[src/rtl/cdb_arbiter.sv]
`timescale 1ns/1ps
// One-entry result buffer per FU, round-robin granted onto a registered CDB; 2 cycles input to broadcast.
// A buffer accepts only when empty or draining this cycle; flush empties all buffers and blocks acceptance.
module cdb_arbiter #(
  parameter int FU_COUNT = 8,
  parameter int DATA_W   = 8,
  parameter int TAG_W    = 4,
  parameter int ROB_W    = 8
) (
  input  logic                      clk,
  input  logic                      rst,
  input  logic                      flush,
  input  logic [FU_COUNT-1:0]       res_valid,
  output logic [FU_COUNT-1:0]       res_ready,
  input  logic [FU_COUNT*DATA_W-1:0] res_val,
  input  logic [FU_COUNT*TAG_W-1:0]  res_tag,
  input  logic [FU_COUNT*ROB_W-1:0]  res_robid,
  output logic                      cdbtransmit,
  output logic [DATA_W-1:0]         cdbval,
  output logic [TAG_W-1:0]          cdbid,
  output logic [ROB_W-1:0]          cdbrobid,
  output logic [FU_COUNT-1:0]       fus_busy
);

  localparam int PTR_W = (FU_COUNT > 1) ? $clog2(FU_COUNT) : 1;

  logic [FU_COUNT-1:0] buf_v;
  logic [DATA_W-1:0]   buf_val   [FU_COUNT];
  logic [TAG_W-1:0]    buf_tag   [FU_COUNT];
  logic [ROB_W-1:0]    buf_robid [FU_COUNT];

  logic [PTR_W-1:0]    rr_ptr;
  logic [PTR_W-1:0]    rr_next;

  logic [FU_COUNT-1:0] grant;
  logic                grant_any;
  logic [PTR_W-1:0]    grant_idx;
  logic [PTR_W:0]      sum;
  logic [PTR_W-1:0]    cand;

  // Scan from rr_ptr upward with wrap; the first occupied buffer wins.
  always_comb begin
    grant     = '0;
    grant_any = 1'b0;
    grant_idx = '0;
    sum       = '0;
    cand      = '0;
    if (!flush) begin
      for (int off = 0; off < FU_COUNT; off++) begin
        sum = {1'b0, rr_ptr} + (PTR_W+1)'(off);
        if (sum >= (PTR_W+1)'(FU_COUNT)) begin
          sum = sum - (PTR_W+1)'(FU_COUNT);
        end
        cand = sum[PTR_W-1:0];
        if (!grant_any && buf_v[cand]) begin
          grant_any = 1'b1;
          grant_idx = cand;
        end
      end
    end
    if (grant_any) begin
      grant[grant_idx] = 1'b1;
    end
  end

  always_comb begin
    rr_next = rr_ptr;
    if (grant_any) begin
      rr_next = (grant_idx == PTR_W'(FU_COUNT-1)) ? '0 : grant_idx + PTR_W'(1);
    end
  end

  // A buffer being granted this cycle can take a new result with no bubble.
  assign res_ready = flush ? '0 : (~buf_v | grant);
  assign fus_busy  = buf_v;

  always_ff @(posedge clk) begin
    if (!rst) begin
      buf_v       <= '0;
      rr_ptr      <= '0;
      cdbtransmit <= 1'b0;
      cdbval      <= '0;
      cdbid       <= '0;
      cdbrobid    <= '0;
      for (int i = 0; i < FU_COUNT; i++) begin
        buf_val[i]   <= '0;
        buf_tag[i]   <= '0;
        buf_robid[i] <= '0;
      end
    end else begin
      cdbtransmit <= grant_any;
      rr_ptr      <= rr_next;
      if (grant_any) begin
        cdbval   <= buf_val[grant_idx];
        cdbid    <= buf_tag[grant_idx];
        cdbrobid <= buf_robid[grant_idx];
      end
      for (int i = 0; i < FU_COUNT; i++) begin
        if (flush) begin
          buf_v[i] <= 1'b0;
        end else if (res_valid[i] && res_ready[i]) begin
          buf_v[i]     <= 1'b1;
          buf_val[i]   <= res_val[i*DATA_W +: DATA_W];
          buf_tag[i]   <= res_tag[i*TAG_W +: TAG_W];
          buf_robid[i] <= res_robid[i*ROB_W +: ROB_W];
        end else if (grant[i]) begin
          buf_v[i] <= 1'b0;
        end
      end
    end
  end

endmodule

[config.mk]
export PLATFORM = sky130hd
export DESIGN_NAME = cdb_arbiter
export DESIGN_NICKNAME = d
export VERILOG_FILES = /design/src/rtl/cdb_arbiter.sv
export SDC_FILE = /design/constraint.sdc
export NUM_CORES = 1
export LEC_CHECK = 0
export ABC_CLOCK_PERIOD_IN_PS = 8950
export BUFFER_PORTS_ARGS = -buffer_cell sky130_fd_sc_hd__buf_4
export CORE_ASPECT_RATIO = 1.25
export CORE_MARGIN = 1
export CORE_UTILIZATION = 43
export CTS_CLUSTER_DIAMETER = 80
export DETAILED_ROUTE_END_ITERATION = 16
export GPL_TIMING_DRIVEN = 0
export PLACE_DENSITY_LB_ADDON = 0.05
export SLEW_MARGIN = 20
export SYNTH_ARGS = -nofsm -noshare
export SYNTH_HDL_FRONTEND = slang
export SYNTH_SLANG_ARGS = --single-unit
export TNS_END_PERCENT = 50
[constraint.sdc]
create_clock -name clk -period 8.95 [get_ports clk]
set_input_delay 1.79 -clock clk [delete_from_list [all_inputs] [get_ports clk]]
set_output_delay 1.79 -clock clk [all_outputs]
set_load 0.01 [all_outputs]
==> results.md <==
- Hold path startpoint: cdbval[5]$_SDFFE_PN0P_
- Die ar.: 22910 sq um
- CTS max path bufs: 2
- Syn. warnings: 0
- Power, Total: 3.149 mW
- Core region area: 21700 sq um
- Beginning of the critical path: rr_ptr[1]$_SDFFE_PN0P_
- Wire length per cell: 21.37 um
- Post-synthesis sequential area ratio: 56.77%
- Vias in the first global route: 7020
- Count of cell types in the netlist: 57
- Post-CTS setup buffers: 0
- WHS Path Cells: 2
- Nets: 1198
- GP Congestion: 0.9371
- VDD IR-drop max: 168.6 uV
- Initial core utilization: 44.21%
- CTS clk-pin slew, worst paths: 70 ps
- M3 GR Usage: 3.744%
- EDFF count, synth: 160
- CTS buffer count: 17
- Final slew viol count: 0
- CTS Sinks: 192
- Initial antenna violation count: 0
- Reg-to-reg endpoint: buf_tag[3][3]$_SDFFCE_PN0P_
- Antenna cells: 0
- Fin Clk Skew: 15.73 ps
- Least-Margin Pin Slew: 887.3 ps
- Hold_buf cts: 0
- Worst skew pair latency: 440 ps
- CP required: 7160 ps
- Setup TNS: 0 ps
- Worst slew margin: 40.84%
- GRT Resource Usage Total: 24.97%
- Drt drc: 0
- Rows: 60
- FF-to-FF setup slack: 3810 ps
- Filler cell count: 1916
- Worst R2R Path Depth: 14
- Post-route cell area: 12230 sq um
- Final worst-path cycle share: 77.08%
- Syn Inst Count: 792
- Worst setup EP type: primary output
- Max Cap Viol: 0
- Syn Nets: 967
- Setup Viol. Count Final: 0
- Cts repair resizes: 0
- WL final: 28080 um
- Tightest Hold Check Type: reg -> reg
- I/O Pins: 208
- RR Startpoint: rr_ptr[1]$_SDFFE_PN0P_
- Crit-path max FO: 10
- CTS tree: built
- Status: complete, no violations
- #FFs+latches synth: 192
- Met1 Use GR: 30.45%
- H-tree levels: 4
- Vias per cell: 5.407
- Placed cell area: 11640 sq um
- Share of post-route cells with drive strength above 1: 35.07%
- Vias: 7105
- Max Freq: 144.9 MHz
- Root buf cell: clkbuf_16
- Largest net degree at the start of global routing: 21
- Synth Cell Area: 9592 sq um
- Mean Syn Cell Area: 12.11 sq um
- Startpoint Class: flop
- Iteration-0 DRC Markers: 368
- Hold Vio Cnt, Final: 0
- RSZ-0062 raised after global routing: no
- Critical path type: reg -> out
- Minimum clock period: 6899 ps
- Dpl hpwl: 21940 um
- GR Util met2: 44.41%
- Leak Pwr: 4.924 nW
- FFs w/ async S/R, synth: 0%
- Layout area overhead: 27.54%
- Top Usage Layer GRT: met2
- First-pass GRT wire length: 40990 um
- First-pass iteration count of the detailed router: 5
- Antenna Nets Post-Route: 0
- Crit path DAT: 5110 ps
- Number of I/O port buffers: 206
- Die Wd: 135.6 um
- Pwr dens: 257.4 nW/um^2
- Die height: 169.0 um
- Top FF cell, synth: edfxtp_1
- Global route overflow: 0
- Worst Hold End: cdbval[5]$_SDFFE_PN0P_
-- per-layer routing --
metal,wire length (um),vias up,part of all wire [%]
li1,-,3391,-
met1,10740,3401,38
met2,14960,283,53
met3,1711,30,6.1
met4,665,0,2.4
met5,0,-,0
-- metrics by stage --
step	utilization, %	hold slack, ps	worst slack, ps	instances
6_report	56.38	569.6	2051	1314
5_1_grt	56.38	591.1	1714	1314
4_1_cts	56.38	555.3	2022	1314
3_5_place_dp	53.65	543.0	2517	1283
3_3_place_gp	52.95	534.7	2054	1277
2_1_floorplan	-	556.3	3595	792
-- flip-flops by register name, indices dropped and copies added (netlist names) --
name         cells
buf_robid       64
buf_val         64
buf_tag         32
cdbrobid         8
cdbval           8
fus_busy         8
cdbid            4
rr_ptr           3
cdbtransmit      1
-- power breakdown --
group	total, mW	internal, mW	switching, mW
Combinational	1.28	0.528	0.750
Sequential	1.12	1.07	0.0507
Clock	0.752	0.375	0.377
Total	3.15	1.97	1.18
-- synth_stat cells, types with 15 or more instances --
cell      number  area, sq um
a22oi_1       40        300.3
inv_1         17        63.81
nand3_1       43        215.2
dfxtp_1       32        640.6
a31oi_1       21        131.4
mux2_2        73        822.0
nor2_1        71        266.5
o21ai_0       27        135.1
and2_1       123        769.5
clkbuf_1      40        150.1
buf_2         15        75.07
edfxtp_1     160         4805
-- critical path, cell delays in order (launching register included) --
cell	delay, ps
dfxtp_1	470
buf_4	250
inv_1	100
ha_1	370
buf_6	190
mux4_2	550
mux2i_4	240
o211ai_1	180
nor4_1	380
o22ai_1	210
a21oi_2	500
buf_2	410
a21boi_1	240
clkbuf_1	280
nor2_1	150
buf_4	140
-- how the worst max path moves through the flow --
stage | slack, ps | to | cells after the start
after floorplan | 3600 | res_ready[3] | 14
after global placement | 2050 | buf_tag[7][2]$_SDFFCE_PN0P_ | 13
after detailed placement | 2520 | res_ready[3] | 15
after CTS | 2020 | res_ready[3] | 15
after global routing | 1710 | res_ready[3] | 15
final | 2050 | res_ready[3] | 15
-- cell type report --
type                            count  area, sq um  share of cell area, %
Clock buffer                       17        425.4                  3.478
Tap cell                          279        349.1                  2.854
Timing Repair Buffer              212         1637                  13.38
Inverter                           18        67.56                 0.5523
Buffer                             58        251.5                  2.056
Clock inverter                     14        167.7                  1.371
Multi-Input combinational cell    524         3890                  31.80
Sequential cell                   192         5445                  44.51
-- kinds of logic after synthesis --
kind of cell	Yosys count	synth area share, %
XOR/XNOR	3	0.3523
AND/OR/NAND/NOR	271	14.98
flip-flops	192	56.77
buffers and inverters	76	3.326
AO/OA/AOI/OAI	138	10.12
multiplexers	108	13.93
adder cells (fa/ha/maj)	4	0.5218
-- cell usage in the layout, fill, tap and decap left out, drive strengths merged, types with 9 or more instances in the layout --
cell type	netlist	routed
dfxtp	32	32
a22oi	41	41
clkinv	0	9
mux2	84	84
clkbuf	40	57
nand3	43	43
buf	18	230
edfxtp	160	160
nor2	71	71
and2	123	123
mux2i	14	14
o21ai	27	27
a21oi	10	10
mux4	10	10
inv	18	23
nand2	12	12
a31oi	21	21
Power figures use the tool's default switching activity.
